==> src/rtl/spcpu_mem_arbiter_if.sv <==
// Request/response bus between the two requesting masters, the arbiter and
// the external memory.
interface spcpu_mem_arbiter_if #(
  parameter int ADDR_W = 16,
  parameter int DATA_W = 16
);
  logic              p0_req, p0_we, p0_sz, p0_rdy, p0_err;
  logic [ADDR_W-1:0] p0_addr;
  logic [DATA_W-1:0] p0_wdata, p0_rdata;
  logic              p1_req, p1_we, p1_sz, p1_rdy, p1_err;
  logic [ADDR_W-1:0] p1_addr;
  logic [DATA_W-1:0] p1_wdata, p1_rdata;
  logic              mem_req, mem_we, mem_sz, mem_ready;
  logic [ADDR_W-1:0] mem_addr;
  logic [DATA_W-1:0] mem_wdata, mem_rdata;

  // master: the arbiter (owns the memory side, answers both ports)
  modport master (
    input  p0_req, p0_we, p0_sz, p0_addr, p0_wdata,
    output p0_rdata, p0_rdy, p0_err,
    input  p1_req, p1_we, p1_sz, p1_addr, p1_wdata,
    output p1_rdata, p1_rdy, p1_err,
    output mem_req, mem_we, mem_sz, mem_addr, mem_wdata,
    input  mem_rdata, mem_ready
  );

  modport slave (
    output p0_req, p0_we, p0_sz, p0_addr, p0_wdata,
    input  p0_rdata, p0_rdy, p0_err,
    output p1_req, p1_we, p1_sz, p1_addr, p1_wdata,
    input  p1_rdata, p1_rdy, p1_err,
    input  mem_req, mem_we, mem_sz, mem_addr, mem_wdata,
    output mem_rdata, mem_ready
  );
endinterface

==> src/rtl/spcpu_mem_arbiter.sv <==
// Round-robin two-port memory arbiter with a bus-timeout watchdog.
// One transaction at a time: IDLE -> BUSY -> DONE -> IDLE.
module spcpu_mem_arbiter_port #(
  parameter int DATA_W = 16
) (
  input  logic              clk,
  input  logic              reset,
  input  logic              done,
  input  logic              err_in,
  input  logic [DATA_W-1:0] data_in,
  output logic [DATA_W-1:0] rdata,
  output logic              rdy,
  output logic              err
);
  always_ff @(posedge clk or negedge reset) begin
    if (!reset) begin
      rdata <= '0;
      rdy   <= 1'b0;
      err   <= 1'b0;
    end else begin
      rdy <= done;
      err <= done & err_in;
      if (done) rdata <= err_in ? '1 : data_in;
    end
  end
endmodule

module spcpu_mem_arbiter #(
  parameter int ADDR_W  = 16,
  parameter int DATA_W  = 16,
  parameter int TIMEOUT = 15
) (
  input  logic                clk,
  input  logic                reset,
  spcpu_mem_arbiter_if.master bus,
  output logic                busy,
  output logic                grant
);
  localparam int          CW   = (TIMEOUT > 0) ? $clog2(TIMEOUT + 1) : 1;
  localparam int          RW   = ADDR_W + DATA_W + 2;
  localparam logic [CW:0] TO_V = (CW+1)'(TIMEOUT);

  typedef enum logic [1:0] {IDLE, BUSY, DONE} state_t;

  state_t                 state;
  logic [CW-1:0]          cnt;
  logic [CW:0]            cnt_inc;
  logic                   last_grant, win, to_hit, fin;
  logic [1:0]             req, fin_p, rdy_p, err_p;
  logic [1:0][RW-1:0]     fld;
  logic [1:0][DATA_W-1:0] rdata_p;

  assign req    = {bus.p1_req, bus.p0_req};
  assign fld[0] = {bus.p0_we, bus.p0_sz, bus.p0_addr, bus.p0_wdata};
  assign fld[1] = {bus.p1_we, bus.p1_sz, bus.p1_addr, bus.p1_wdata};

  // Tie goes to the port that did not win last time
  assign win     = (&req) ? ~last_grant : ~req[0];
  assign cnt_inc = {1'b0, cnt} + (CW+1)'(1);
  // mem_ready on the deadline cycle wins over the watchdog
  assign to_hit  = (TIMEOUT != 0) && !bus.mem_ready && (cnt_inc == TO_V);
  assign fin     = (state == BUSY) && (bus.mem_ready || to_hit);

  always_ff @(posedge clk or negedge reset) begin
    if (!reset) begin
      state         <= IDLE;
      cnt           <= '0;
      busy          <= 1'b0;
      grant         <= 1'b0;
      last_grant    <= 1'b1;
      bus.mem_req   <= 1'b0;
      bus.mem_we    <= 1'b0;
      bus.mem_sz    <= 1'b1;
      bus.mem_addr  <= '0;
      bus.mem_wdata <= '0;
    end else begin
      case (state)
        IDLE: if (|req) begin
          grant       <= win;
          {bus.mem_we, bus.mem_sz, bus.mem_addr, bus.mem_wdata} <= fld[win];
          bus.mem_req <= 1'b1;
          cnt         <= '0;
          busy        <= 1'b1;
          state       <= BUSY;
        end
        BUSY: if (fin) begin
          bus.mem_req <= 1'b0;
          state       <= DONE;
        end else if (TIMEOUT != 0) begin
          cnt <= cnt_inc[CW-1:0];
        end
        DONE: begin
          last_grant <= grant;
          busy       <= 1'b0;
          state      <= IDLE;
        end
        default: state <= IDLE;
      endcase
    end
  end

  for (genvar i = 0; i < 2; i++) begin : g_port
    assign fin_p[i] = fin && (grant == 1'(i));
    spcpu_mem_arbiter_port #(.DATA_W(DATA_W)) u_port (
      .clk    (clk),
      .reset  (reset),
      .done   (fin_p[i]),
      .err_in (~bus.mem_ready),
      .data_in(bus.mem_rdata),
      .rdata  (rdata_p[i]),
      .rdy    (rdy_p[i]),
      .err    (err_p[i])
    );
  end

  assign bus.p0_rdata = rdata_p[0];
  assign bus.p0_rdy   = rdy_p[0];
  assign bus.p0_err   = err_p[0];
  assign bus.p1_rdata = rdata_p[1];
  assign bus.p1_rdy   = rdy_p[1];
  assign bus.p1_err   = err_p[1];
endmodule

==> src/flat_wrapper.sv <==
// flat-port wrapper written by rule: the top's interface ports become plain ports
module spcpu_mem_arbiter_flat 
#(
  parameter int ADDR_W  = 16,
  parameter int DATA_W  = 16,
  parameter int TIMEOUT = 15
)
  (clk, reset, busy, grant, bus_p0_req, bus_p0_we, bus_p0_sz, bus_p0_addr, bus_p0_wdata, bus_p0_rdata, bus_p0_rdy, bus_p0_err, bus_p1_req, bus_p1_we, bus_p1_sz, bus_p1_addr, bus_p1_wdata, bus_p1_rdata, bus_p1_rdy, bus_p1_err, bus_mem_req, bus_mem_we, bus_mem_sz, bus_mem_addr, bus_mem_wdata, bus_mem_rdata, bus_mem_ready);
  spcpu_mem_arbiter_if #(.ADDR_W(ADDR_W), .DATA_W(DATA_W)) bus_i ();
  input  logic clk;
  input  logic reset;
  output logic busy;
  output logic grant;
  input wire logic [$bits(bus_i.p0_req)-1:0] bus_p0_req;
  input wire logic [$bits(bus_i.p0_we)-1:0] bus_p0_we;
  input wire logic [$bits(bus_i.p0_sz)-1:0] bus_p0_sz;
  input wire logic [$bits(bus_i.p0_addr)-1:0] bus_p0_addr;
  input wire logic [$bits(bus_i.p0_wdata)-1:0] bus_p0_wdata;
  output wire logic [$bits(bus_i.p0_rdata)-1:0] bus_p0_rdata;
  output wire logic [$bits(bus_i.p0_rdy)-1:0] bus_p0_rdy;
  output wire logic [$bits(bus_i.p0_err)-1:0] bus_p0_err;
  input wire logic [$bits(bus_i.p1_req)-1:0] bus_p1_req;
  input wire logic [$bits(bus_i.p1_we)-1:0] bus_p1_we;
  input wire logic [$bits(bus_i.p1_sz)-1:0] bus_p1_sz;
  input wire logic [$bits(bus_i.p1_addr)-1:0] bus_p1_addr;
  input wire logic [$bits(bus_i.p1_wdata)-1:0] bus_p1_wdata;
  output wire logic [$bits(bus_i.p1_rdata)-1:0] bus_p1_rdata;
  output wire logic [$bits(bus_i.p1_rdy)-1:0] bus_p1_rdy;
  output wire logic [$bits(bus_i.p1_err)-1:0] bus_p1_err;
  output wire logic [$bits(bus_i.mem_req)-1:0] bus_mem_req;
  output wire logic [$bits(bus_i.mem_we)-1:0] bus_mem_we;
  output wire logic [$bits(bus_i.mem_sz)-1:0] bus_mem_sz;
  output wire logic [$bits(bus_i.mem_addr)-1:0] bus_mem_addr;
  output wire logic [$bits(bus_i.mem_wdata)-1:0] bus_mem_wdata;
  input wire logic [$bits(bus_i.mem_rdata)-1:0] bus_mem_rdata;
  input wire logic [$bits(bus_i.mem_ready)-1:0] bus_mem_ready;
  assign bus_i.p0_req = bus_p0_req;
  assign bus_i.p0_we = bus_p0_we;
  assign bus_i.p0_sz = bus_p0_sz;
  assign bus_i.p0_addr = bus_p0_addr;
  assign bus_i.p0_wdata = bus_p0_wdata;
  assign bus_p0_rdata = bus_i.p0_rdata;
  assign bus_p0_rdy = bus_i.p0_rdy;
  assign bus_p0_err = bus_i.p0_err;
  assign bus_i.p1_req = bus_p1_req;
  assign bus_i.p1_we = bus_p1_we;
  assign bus_i.p1_sz = bus_p1_sz;
  assign bus_i.p1_addr = bus_p1_addr;
  assign bus_i.p1_wdata = bus_p1_wdata;
  assign bus_p1_rdata = bus_i.p1_rdata;
  assign bus_p1_rdy = bus_i.p1_rdy;
  assign bus_p1_err = bus_i.p1_err;
  assign bus_mem_req = bus_i.mem_req;
  assign bus_mem_we = bus_i.mem_we;
  assign bus_mem_sz = bus_i.mem_sz;
  assign bus_mem_addr = bus_i.mem_addr;
  assign bus_mem_wdata = bus_i.mem_wdata;
  assign bus_i.mem_rdata = bus_mem_rdata;
  assign bus_i.mem_ready = bus_mem_ready;
  spcpu_mem_arbiter #(.ADDR_W(ADDR_W), .DATA_W(DATA_W), .TIMEOUT(TIMEOUT)) u_core (.clk(clk), .reset(reset), .bus(bus_i), .busy(busy), .grant(grant));
endmodule
==> config.mk <==
export PLATFORM = sky130hd
export DESIGN_NAME = spcpu_mem_arbiter_flat
export DESIGN_NICKNAME = d
export VERILOG_FILES = /design/src/rtl/spcpu_mem_arbiter_if.sv /design/src/rtl/spcpu_mem_arbiter.sv /design/src/flat_wrapper.sv
export SDC_FILE = /design/constraint.sdc
export NUM_CORES = 1
export LEC_CHECK = 0
export ABC_AREA = 1
export BUFFER_PORTS_ARGS = -buffer_cell sky130_fd_sc_hd__buf_2
export CAP_MARGIN = 20
export CORE_MARGIN = 2
export CORE_UTILIZATION = 43
export CTS_CLUSTER_SIZE = 10
export DETAILED_ROUTE_END_ITERATION = 16
export PLACE_DENSITY = 0.79
export SETUP_SLACK_MARGIN = 0.5
export SLEW_MARGIN = 30
export SYNTH_ARGS = -nofsm -noshare
export SYNTH_HDL_FRONTEND = slang
export SYNTH_SLANG_ARGS = --single-unit
==> constraint.sdc <==
create_clock -name clk -period 1.5 [get_ports clk]
set_input_delay 0.075 -clock clk [delete_from_list [all_inputs] [get_ports clk]]
set_output_delay 0.075 -clock clk [all_outputs]
set_load 0.005 [all_outputs]
==> impl_metrics.json, run 1 <==
{
  "outcome": "complete, but fails checks",
  "violations": "negative hold slack, negative setup slack",
  "hold_class": "in2reg",
  "synth_common_cells": "nand2_1 (114), dfrtp_1 (78), o21ai_0 (64), nand4_1 (38), nor2_1 (37)",
  "endpoint_kind": "flip-flop",
  "routed_wl_um": 16000,
  "worst_pin_slew_ps": 590,
  "synthFlopType": "dfrtp_1",
  "overflow": 0,
  "setup_viol": 4,
  "yosysWarnings": 0,
  "die_w_um": 96.1,
  "rows": 33,
  "avgRoutedWirePerCell_um": 20.8,
  "synth-edff-count": 0,
  "drtIter0Drc": 243,
  "synth_top_cells_by_area": "dfrtp_1 (53%), nand2_1 (12%), o21ai_0 (8.8%)",
  "h-tree-depth": 3,
  "die_area_um2": 9240,
  "power.total_w": 0.0126,
  "critPathKind": "reg2reg",
  "finalCritPeriodShare": 1.02,
  "use_met1": 0.355,
  "place_congestion": 0.764,
  "pre_cts_slack_ps": -55.9,
  "syn_inst": 421,
  "clk_pin_slew_ps": 100,
  "grtUsageMet3": 0.0807,
  "drc": 0,
  "busiest_layer": "met2",
  "synthToLayoutAreaGrowth_pct": 73.7,
  "grt_pass1_vias": 4264,
  "synth_top_area_cell": "dfrtp_1",
  "yosysUniqueCellTypes": 22,
  "post-dp-hpwl_um": 7070,
  "fin_hold_ws_ps": -12.2,
  "grt_max_degree": 35,
  "route.detailed.vias_per_inst": 5.75,
  "drv_cap": 0,
  "clk-insertion-delay-late_ps": 350,
  "syn-num-nets": 512,
  "num_antenna_cells": 0,
  "power.density_nw_per_um2": 1980,
  "slew_headroom": 0.606,
  "route.vias.total": 4421,
  "first_pass_iters": 5,
  "clock_sinks": 80,
  "port_buffers": 161,
  "required_ps": 1720,
  "root_buffer": "clkbuf_8",
  "worstPathArrival_ps": 1750,
  "yosysSeqAreaShare": 0.549,
  "worstPathMaxFanout": 9,
  "syn_area_um2": 3650,
  "synth_top_area_frac": 0.535,
  "finalCriticalPeriod_ps": 1530,
  "cts_buffers": 9,
  "antenna_found_initial": 0,
  "drive_gt1_frac": 0.547,
  "grt_use_total": 0.304,
  "leakagePower_nw": 3.24,
  "rsz0062_at_grt": "yes",
  "rrSetupSlack_ps": -30,
  "worst_ir_drop_vdd_mv": 1.10,
  "fin_worst_skew_ps": 18.2,
  "ios": 162,
  "grt_pass1_wl_um": 21100,
  "synth_seq_cells": 80,
  "postLayoutSetupSlackWorst_ps": -34.1,
  "nets": 750,
  "slew_violations": 0,
  "start_kind": "flip-flop",
  "initial_core_util": 0.444,
  "max_freq_ghz": 0.652,
  "yosysMostFrequentCell": "nand2_1",
  "clock_path_buffers": 2,
  "met2_usage": 0.517,
  "ant_nets": 0,
  "cts_tree": "built",
  "coreArea_um2": 8220,
  "postSynthAreaPerCell_um2": 8.67,
  "die_height_um": 96.1,
  "finalHoldViolCount": 1,
  "synth-async-reset-ratio": 1.00
}
## sequential cells by signal, indices dropped and copies added (netlist names)
register	flops
u_core.bus.mem_addr	16
u_core.g_port.u_port.err	2
u_core.g_port.u_port.rdata	32
u_core.bus.mem_req	1
u_core.cnt	4
u_core.state	2
u_core.bus.mem_sz	1
u_core.bus.mem_we	1
u_core.bus.mem_wdata	16
u_core.grant	1
u_core.g_port.u_port.rdy	2
u_core.last_grant	1
u_core.busy	1
## per-stage QoR
stage,utilization,setup TNS [ps],cell area (um^2),cells
after CTS,0.710,0,5830,752
after global placement,0.561,-1.27,4610,673
after detailed placement,0.561,-67.6,4610,673
final,0.771,-61.6,6340,769
after floorplan,-,0,3730,421
after global routing,0.771,-3430,6340,769
## kinds of logic after synthesis
group / after synthesis / synth area share
and+or+nand+nor: 221 / 0.287
buffers and inverters: 48 / 0.0610
adders and majority gates: 2 / 0.00686
AOI/OAI and AO/OA: 70 / 0.0960
DFF: 80 / 0.549
## area by class of cell
type | count | area, um^2
flip-flops and latches | 80 | 2010
fillers | 480 | 1880
multi-input cells | 297 | 1930
clock buffers | 11 | 141
inverters | 19 | 106
clock inverters | 5 | 32.5
repair buffers | 242 | 1840
well taps | 105 | 131
repair inverters | 10 | 154
## worst paths after layout
check	from	endpoint	cells after the start
worst min register to register	u_core.g_port[0].u_port.rdata[4]	u_core.g_port[0].u_port.rdata[4]	2
max in group asynchronous	reset	u_core.g_port[0].u_port.rdata[10]	3
worst max register to register	u_core.cnt[0]	u_core.g_port[1].u_port.rdata[10]	10
worst max-delay path	u_core.cnt[0]	u_core.g_port[1].u_port.rdata[10]	10
worst min-delay path	bus_p0_addr[10]	u_core.bus.mem_addr[10]	3
min in group asynchronous	reset	u_core.g_port[0].u_port.rdata[6]	2
## what timing repair did
| item | 4_1_cts | 5_1_grt |
|---|---|---|
| gates resized for setup | 91 | 91 |
| hold endpoints to repair | 55 | 3 |
| setup endpoints to repair | 81 | 93 |
| cloned | 20 | 1 |
| pin swaps | 22 | 12 |
| buffers inserted | 14 | 13 |
| hold buffers | 29 | 3 |
## where the power goes
| group | internal [W] | switching [W] | leakage, nW |
|---|---|---|---|
| clock | 0.000643 | 0.000849 | 0.0813 |
| combinational | 0.00324 | 0.00373 | 2.19 |
| sequential | 0.00321 | 0.000891 | 0.975 |
## critical path, stage by stage, from the launching register on
cell and delay [ps]:
dfrtp_1 400, ha_2 190, inv_1 50, nand2_1 50, nand2_2 90, nor2_4 40
nand2_4 120, nand2_8 100, buf_12 170, nand4_1 120, nand2_1 80
## layout by cell type, fill, tap and decap left out, types with 11 or more instances in the layout
cell type      synthesis  final
buf_4                  3     25
o21ai_2                0     39
nand2_1              114     74
nand4_1               38     38
inv_1                 18     12
o21ai_1                6     29
or2_2                 16     16
nor2_1                37     35
dlygate4sd3_1          0     32
buf_12                 0     11
buf_2                 13    158
nand2_2                2     15
dfrtp_1               78     76
nand2_4                1     28
## metal layers
layer	routed length [um]	vias to the layer above
met5	0	-
met4	776	0
met3	1840	85
met2	7970	380
met1	5390	2075
li1	-	1881
Note: power is estimated with default switching activity, not from simulation.
==> run 2: changes to the inputs <==
Settings changed: PLACE_DENSITY 0.79 to 0.75.
==> run 2 against run 1 <==
The flow still finishes with violations (negative hold slack, negative setup slack). Clock skew down 5.8 ps. Clock power grew 28%. Routed wire length shrank 2.9%. Global-route usage shrank 1.5 points. Fmax fell by 1.4%. First-iteration DRC count is 12% higher. Largest power group unchanged. Critical endpoint is now u_core.g_port[1].u_port.rdata[4]. Final cell count rose by 1.7%.
==> impl_metrics.json, run 2 (synthesized netlist as in run 1, its figures left out) <==
{
  "outcome": "complete, but fails checks",
  "violations": "negative hold slack, negative setup slack",
  "clock_path_buffers": 2,
  "h-tree-depth": 3,
  "rows": 33,
  "finalHoldViolCount": 1,
  "nets": 763,
  "route.vias.total": 4454,
  "slew_headroom": 0.555,
  "die_area_um2": 9240,
  "initial_core_util": 0.444,
  "worstPathMaxFanout": 8,
  "worst_ir_drop_vdd_mv": 1.15,
  "drtIter0Drc": 271,
  "num_antenna_cells": 0,
  "place_congestion": 0.847,
  "grt_max_degree": 43,
  "clk_pin_slew_ps": 90,
  "regMostFlops": "u_core.g_port.u_port.rdata",
  "avgRoutedWirePerCell_um": 19.8,
  "post-dp-hpwl_um": 6970,
  "leakagePower_nw": 3.27,
  "largest_register_ffs": 32,
  "finalCritPeriodShare": 1.04,
  "pre_cts_slack_ps": -40.3,
  "slew_violations": 0,
  "clk-insertion-delay-late_ps": 360,
  "finalCriticalPeriod_ps": 1560,
  "root_buffer": "clkbuf_8",
  "fin_worst_skew_ps": 12.4,
  "hold_class": "in2reg",
  "max_freq_ghz": 0.642,
  "start_kind": "flip-flop",
  "setup_viol": 35,
  "required_ps": 1790,
  "routed_wl_um": 15500,
  "postLayoutSetupSlackWorst_ps": -56.5,
  "grt_pass1_wl_um": 20200,
  "cts_tree": "built",
  "die_height_um": 96.1,
  "overflow": 0,
  "synthToLayoutAreaGrowth_pct": 76.9,
  "cts_buffers": 9,
  "top_regs": "u_core.g_port.u_port.rdata: 32 flops, u_core.bus.mem_addr: 16 flops, u_core.bus.mem_wdata: 16 flops",
  "fin_hold_ws_ps": -2.15,
  "worstPathArrival_ps": 1850,
  "grt_pass1_vias": 4125,
  "die_w_um": 96.1,
  "clock_sinks": 80,
  "critPathKind": "reg2reg",
  "drv_cap": 0,
  "ant_nets": 0,
  "drc": 0,
  "route.detailed.vias_per_inst": 5.70,
  "rsz0062_at_grt": "yes",
  "n_fill_cell": 499,
  "first_pass_iters": 5,
  "grt_use_total": 0.289,
  "antenna_found_initial": 0,
  "tns_ps": -1050,
  "coreArea_um2": 8220,
  "drive_gt1_frac": 0.563,
  "mostFrequentLayoutCells": "buf_2 (159), dfrtp_1 (74), nand2_1 (59), nand4_1 (38), dlygate4sd3_1 (38)",
  "port_buffers": 161,
  "layout_commonest_cell": "buf_2",
  "endpoint_kind": "flip-flop",
  "ios": 162,
  "worst_pin_slew_ps": 666,
  "power.density_nw_per_um2": 1990
}
## run 2: metal layers
metal / routed length (um) / share of wire / GRT usage / up-vias
li1: - / - / - / 1921
met1: 5460 / 0.35 / 0.370 / 2098
met2: 7670 / 0.49 / 0.469 / 366
met3: 1660 / 0.11 / 0.0595 / 69
met4: 714 / 0.046 / 0.136 / 0
met5: 0 / 0 / 0 / -
## run 2: repair_timing
item,in CTS,in global routing
pin swaps,17,23
gates resized for setup,85,110
buffers inserted,21,13
hold buffers,37,1
hold endpoints to repair,109,1
gates cloned,18,2
endpoints found under the setup margin,81,82
## run 2: final cells by class
class,instances,area [um^2],area share
inverter,19,104,0.0161
multi-input combinational,298,1950,0.302
tap,105,131,0.0204
timing repair buffer,254,1880,0.292
clock inverter,6,108,0.0167
sequential,80,2010,0.311
clock buffer,10,128,0.0198
timing repair inverter,10,144,0.0223
## run 2: final timing paths
path                       slack, ps                                end                               from  cells after the start
max reg2reg                      -60   u_core.g_port[1].u_port.rdata[4]                      u_core.cnt[0]                      9
min                               -2             u_core.bus.mem_addr[6]                     bus_p1_addr[6]                      3
max in group asynchronous        720                  u_core.bus.mem_sz                              reset                      3
max                              -60   u_core.g_port[1].u_port.rdata[4]                      u_core.cnt[0]                      9
min in group asynchronous        170  u_core.g_port[0].u_port.rdata[11]                              reset                      2
min reg2reg                      470  u_core.g_port[1].u_port.rdata[11]  u_core.g_port[1].u_port.rdata[11]                      2
## run 2: power by group
| group | leakage, nW | switching, W | internal [W] |
|---|---|---|---|
| combinational | 2.18 | 0.00365 | 0.00318 |
| clock | 0.116 | 0.000812 | 0.00110 |
| sequential | 0.972 | 0.000897 | 0.00321 |
| total | 3.27 | 0.00536 | 0.00749 |
## run 2: stage by stage
step / cell area [um^2] / utilization / instances / total power (W)
global placement: 4610 / 0.561 / 674 / 0.00752
floorplan: 3730 / - / 421 / 0.00601
global route: 6450 / 0.785 / 782 / 0.0135
CTS: 5890 / 0.717 / 766 / 0.0111
finish: 6450 / 0.785 / 782 / 0.0129
detailed placement: 4610 / 0.561 / 674 / 0.00765
## run 2: critical path, cell delays in order, from the launching register on
cell	delay (ps)
dfrtp_2	450
ha_4	190
nand2_4	60
nand2_4	60
nor2_4	140
nand2_8	110
nand2_8	130
buf_2	180
nand4_1	100
nand2_1	80
